===== src/rtl/alu_operand_loader.sv =====
// alu_operand_loader: assembles WORD_W-wide beats into OP_W-wide A/B operands for the ALU.
// Define ALU_OPERAND_LOADER_SINGLE_EN so that in_single on the first A beat skips LOAD_B and clears B.
module alu_operand_loader #(
   parameter int WORD_W = 32,
   parameter int OP_W   = 128
) (
   input  logic              clk,
   input  logic              rst_n,
   input  logic [WORD_W-1:0] in_data,
   input  logic              in_valid,
   output logic              in_ready,
   input  logic              in_single,
   input  logic              flush,
   output logic [OP_W-1:0]   A,
   output logic [OP_W-1:0]   B,
   output logic              op_valid,
   input  logic              op_ready
);
   localparam int BEATS = OP_W / WORD_W;
   localparam int CW = BEATS > 1 ? $clog2(BEATS) : 1;
`ifdef ALU_OPERAND_LOADER_SINGLE_EN
   localparam bit SINGLE_EN = 1'b1;
`else
   localparam bit SINGLE_EN = 1'b0;
`endif
   typedef enum logic [1:0] {LOAD_A, LOAD_B, HOLD} state_t;
   state_t state, state_n;
   logic [CW-1:0] cnt, cnt_n;
   logic [OP_W-1:0] a_n, b_n;
   logic single_q, single_n, rdy_n, vld_n, take, last, unary;
   always_ff @(posedge clk or negedge rst_n) begin
      if (!rst_n) begin
         state    <= LOAD_A;
         cnt      <= '0;
         A        <= '0;
         B        <= '0;
         single_q <= 1'b0;
         in_ready <= 1'b0;
         op_valid <= 1'b0;
      end else begin
         state    <= state_n;
         cnt      <= cnt_n;
         A        <= a_n;
         B        <= b_n;
         single_q <= single_n;
         in_ready <= rdy_n;
         op_valid <= vld_n;
      end
   end
   always_comb begin
      state_n  = state;
      cnt_n    = cnt;
      a_n      = A;
      b_n      = B;
      single_n = single_q;
      take     = in_valid && in_ready;
      last     = cnt == CW'(BEATS - 1);
      // the unary flag of the current A load is the live input on its first beat
      unary    = SINGLE_EN && (cnt == '0 ? in_single : single_q);
      if (flush) begin
         state_n = LOAD_A;
         cnt_n   = '0;
      end else if (state == HOLD) begin
         if (op_ready) state_n = LOAD_A;
      end else if (take) begin
         if (state == LOAD_A) begin
            a_n[cnt*WORD_W +: WORD_W] = in_data;
            if (cnt == '0) single_n = in_single;
         end else begin
            b_n[cnt*WORD_W +: WORD_W] = in_data;
         end
         cnt_n = last ? '0 : cnt + 1'b1;
         if (last) begin
            state_n = (state == LOAD_B || unary) ? HOLD : LOAD_B;
            if (state == LOAD_A && unary) b_n = '0;
         end
      end
      rdy_n = state_n != HOLD;
      vld_n = state_n == HOLD;
   end
endmodule


===== config.mk =====
export PLATFORM = sky130hd
export DESIGN_NAME = alu_operand_loader
export DESIGN_NICKNAME = d
export VERILOG_FILES = /design/src/rtl/alu_operand_loader.sv
export SDC_FILE = /design/constraint.sdc
export NUM_CORES = 1
export LEC_CHECK = 0
export BUFFER_PORTS_ARGS = -buffer_cell sky130_fd_sc_hd__buf_2
export CORE_MARGIN = 2
export CORE_UTILIZATION = 32
export DETAILED_ROUTE_END_ITERATION = 12
export PLACE_DENSITY = 0.54
export SLEW_MARGIN = 20
export SYNTH_ARGS = -nofsm -noshare
export SYNTH_HDL_FRONTEND = slang
export SYNTH_SLANG_ARGS = --single-unit

===== constraint.sdc =====
create_clock -name clk -period 1.9 [get_ports clk]
set_clock_uncertainty 0.1 [all_clocks]
set_input_delay 0.19 -clock clk [delete_from_list [all_inputs] [get_ports clk]]
set_output_delay 0.19 -clock clk [all_outputs]
set_load 0.03 [all_outputs]

==> Flow_metrics.wiki <==
{| class="wikitable"
! Metric !! Value
|-
| Height of the chip || 184.7 um
|-
| Nets in the synthesized netlist || 811
|-
| Slew @ Worst Pin || 427.4 ps
|-
| Worst EP arrival || 2280 ps
|-
| Slack of the worst reg-to-reg path || -50 ps
|-
| Most frequent cells in the layout || buf_2 (293), dfrtp_1 (260), mux2_2 (96)
|-
| Yosys warning count || 0
|-
| Post-synthesis to final-layout area growth || 39.42%
|-
| Slowest cell on crit path || or4b_4
|-
| Run status || complete, but fails checks
|-
| Worst setup margin || -48.92 ps
|-
| Post-DR vias/cell || 4.760
|-
| Power density over the cells || 957.3 nW/um^2
|-
| Headroom to the max-slew limit || 71.51%
|-
| Number of clock sinks || 262
|-
| Longest Clk Path Bufs || 3
|-
| Startpoint types || register
|-
| Worst path max stage delay || 580 ps
|-
| Antenna violations before repair || 1
|-
| Launching element of the worst setup path || state[1]
|-
| Fraction of the cycle the final worst path needs || 102.6%
|-
| Cell family with most CP delay || simple AND/OR/NAND/NOR gates
|-
| Synthesized instance count || 768
|-
| Area of the core || 32,370 um^2
|-
| Number of inserted diodes || 0
|-
| Detail-routed net length per standard cell || 20.88 um
|-
| First-pass GRT wire length || 49.74 mm
|-
| Worst hold slack across all endpoints || 48.81 ps
|-
| Clock insertion delay at the later pin of the skew report || 550 ps
|-
| Count of endpoints failing hold in the final timing report || 0
|-
| Final min period || 1949 ps
|-
| Root buffer cell || clkbuf_16
|-
| Maximum vdd ir drop || 0.7501 mV
|-
| Final weighted congestion in routability-driven placement || 0.7688
|-
| GRT Resource Usage Total || 19.27%
|-
| Total gr overflow || 0
|-
| Endpoint of the lowest-slack register-to-register path || A[38]
|-
| Worst reg2reg startpoint || state[1]
|-
| Setup Crit Path Kind || register to register
|-
| Critical path, cell by cell || or4b_4, nor2_8, buf_12, mux2_2
|-
| Via count || 7,635
|-
| Post-DRT Antenna Nets || 0
|-
| Dominant combinational cell family by area after synthesis || multiplexers
|-
| Commonest non-fill, non-tap cell in the layout || buf_2
|-
| Depth of the most critical reg-to-reg path || 4
|-
| Sequential area share after synthesis || 62.75%
|-
| Violations in the final reports || setup timing
|-
| Maximum clock frequency || 0.5131 GHz
|-
| Core Rows || 66
|-
| Port Buffers || 294
|-
| Die Span X || 184.7 um
|-
| Maximum Capacitance Violations || 0
|-
| Synth unique cells || 40
|-
| Setup repair after global routing missed its margin || true
|-
| Number of global-route vias before repair || 7,856
|-
| Required time worst endpoint || 2230 ps
|-
| Simple-gate portion of the synthesized area || 7.484%
|-
| CTS buffer count || 29
|-
| Number of failing setup endpoints in the final timing report || 53
|-
| Netlist area before placement || 10,450 um^2
|-
| Avg Inst Size Synth || 13.61 um^2
|-
| DRT Wirelength || 33.49 mm
|-
| Crit. End Element || register
|-
| Area share of fa/ha/maj cells after synthesis || 0.5987%
|-
| Largest fanout of any net on the critical path || 12
|-
| Tightest Hold Check Type || input port to asynchronous set/reset pin
|-
| Leakage || 8.006 nW
|-
| Final HPWL DP || 22.94 mm
|-
| Number of pins exceeding their max-slew limit in the final report || 0
|-
| Clock transition at path regs || 60 ps
|-
| Share of layout cells above drive strength 1 || 49.31%
|-
| Drt first-iter violations || 319
|-
| Final core area utilization || 45.00%
|-
| Count of boundary I/O pins || 296
|-
| # nets final || 1,185
|-
| Number of storage elements in the synthesis netlist || 262
|-
| Pin count of the biggest net entering global routing || 56
|-
| Clock tree from TritonCTS || yes
|-
| Crit path buf inv count || 1
|-
| Starting Density || 32.28%
|-
| Maximum level of the CTS H-tree || 1
|-
| Post-route cell area || 14,570 um^2
|-
| Post-synthesis compound-gate area fraction || 8.598%
|-
| Die Footprint || 34,110 um^2
|-
| Remaining DRCs || 0
|-
| Parity-gate share of the synthesized area counting xor and xnor cells || 0.08382%
|-
| Multiplexer area fraction after synthesis || 17.10%
|-
| Drt pass-1 iters || 4
|-
| Placed standard-cell area || 12,960 um^2
|}
per-layer routing:
metal	global-route usage (%)	up-vias	routed length [um]
li1	-	3438	-
met1	25.64	3890	14570
met2	31.53	265	15760
met3	5.019	42	2411
met4	4.508	0	743
met5	0	-	0
cell usage after synthesis:
master | count | area share (%)
dfrtp_1 | 262 | 63
mux2_2 | 117 | 13
and2_1 | 66 | 4.0
a22o_1 | 64 | 5.4
o21ai_0 | 61 | 2.9
nand2_1 | 36 | 1.3
inv_1 | 33 | 1.2
mux2i_1 | 30 | 2.9
clkbuf_1 | 28 | 1.0
mux2_1 | 15 | 1.6
buf_2 | 10 | 0.48
buf_6 | 6 | 0.65
ha_1 | 5 | 0.60
a21oi_1 | 4 | 0.19
buf_1 | 2 | 0.072
nand2b_1 | 2 | 0.12
nand3b_1 | 2 | 0.14
nor2b_1 | 2 | 0.12
or2_2 | 2 | 0.12
a21o_1 | 1 | 0.072
and3b_1 | 1 | 0.084
and4b_1 | 1 | 0.096
and4bb_2 | 1 | 0.12
nand3_1 | 1 | 0.048
nand4_1 | 1 | 0.060
nand4b_1 | 1 | 0.084
nand4bb_1 | 1 | 0.11
nor2_1 | 1 | 0.036
nor2_4 | 1 | 0.11
nor2_8 | 1 | 0.19
nor3b_1 | 1 | 0.072
nor3b_2 | 1 | 0.12
nor4b_1 | 1 | 0.084
nor4b_2 | 1 | 0.14
nor4bb_1 | 1 | 0.096
o21ai_1 | 1 | 0.048
or3b_2 | 1 | 0.084
or4_1 | 1 | 0.072
or4b_4 | 1 | 0.13
xnor2_1 | 1 | 0.084
through the flow:
| stage | TNS (ps) | worst slack (ps) | power [mW] | std cells |
|---|---|---|---|---|
| after floorplan | -32.48 | -16.24 | 7.357 | 768 |
| after global placement | -5816 | -75.42 | 8.259 | 1513 |
| after detailed placement | -7341 | -108.8 | 8.275 | 1513 |
| after CTS | -1780 | -59.96 | 14.11 | 1602 |
| after global routing | -4672 | -89.20 | 14.50 | 1604 |
| final | -976.8 | -48.92 | 13.95 | 1604 |
cells by family after synthesis:
family / Yosys count
DFF: 262
muxes: 162
AOI/OAI and AO/OA: 131
and+or+nand+nor: 128
buffers and inverters: 79
adders and majority gates: 5
xor gates and xnor gates: 1
what timing repair did:
action	in CTS	in global routing
setup endpoints to repair	149	149
pin swaps	1	5
gates resized for setup	27	54
cloned	1	1
hold buffers	35	0
setup buffers	2	1
endpoints found under the hold margin	419	0
flip-flops by register name (all words and copies together), names as in the netlist:
| signal | cells |
|---|---|
| A | 128 |
| state | 2 |
| B | 128 |
| cnt | 2 |
| op_valid | 1 |
| in_ready | 1 |
worst max-delay path by stage:
| stage | slack, ps | end | cells past startpoint |
|---|---|---|---|
| floorplan | -20 | A[126] | 5 |
| global placement | -80 | A[1] | 6 |
| detailed placement | -110 | A[0] | 6 |
| CTS | -60 | A[38] | 4 |
| global route | -90 | A[38] | 4 |
| finish | -50 | A[38] | 4 |
layout make-up:
cell class | instances | area, um^2
Fill cell | 3104 | 17800
Sequential cell | 262 | 6559
Multi-Input combinational cell | 427 | 3816
Timing Repair Buffer | 389 | 2555
Clock buffer | 44 | 872.1
Tap cell | 442 | 553.0
Inverter | 33 | 123.9
Clock inverter | 7 | 88.84
power breakdown:
group	total, mW	internal, mW	switching, mW	leakage (nW)
clock network	5.68	3.41	2.27	0.477
registers	6.12	5.93	0.188	3.50
logic	2.15	0.706	1.44	4.03
total	13.9	10.0	3.90	8.01
Power figures use the tool's default switching activity.
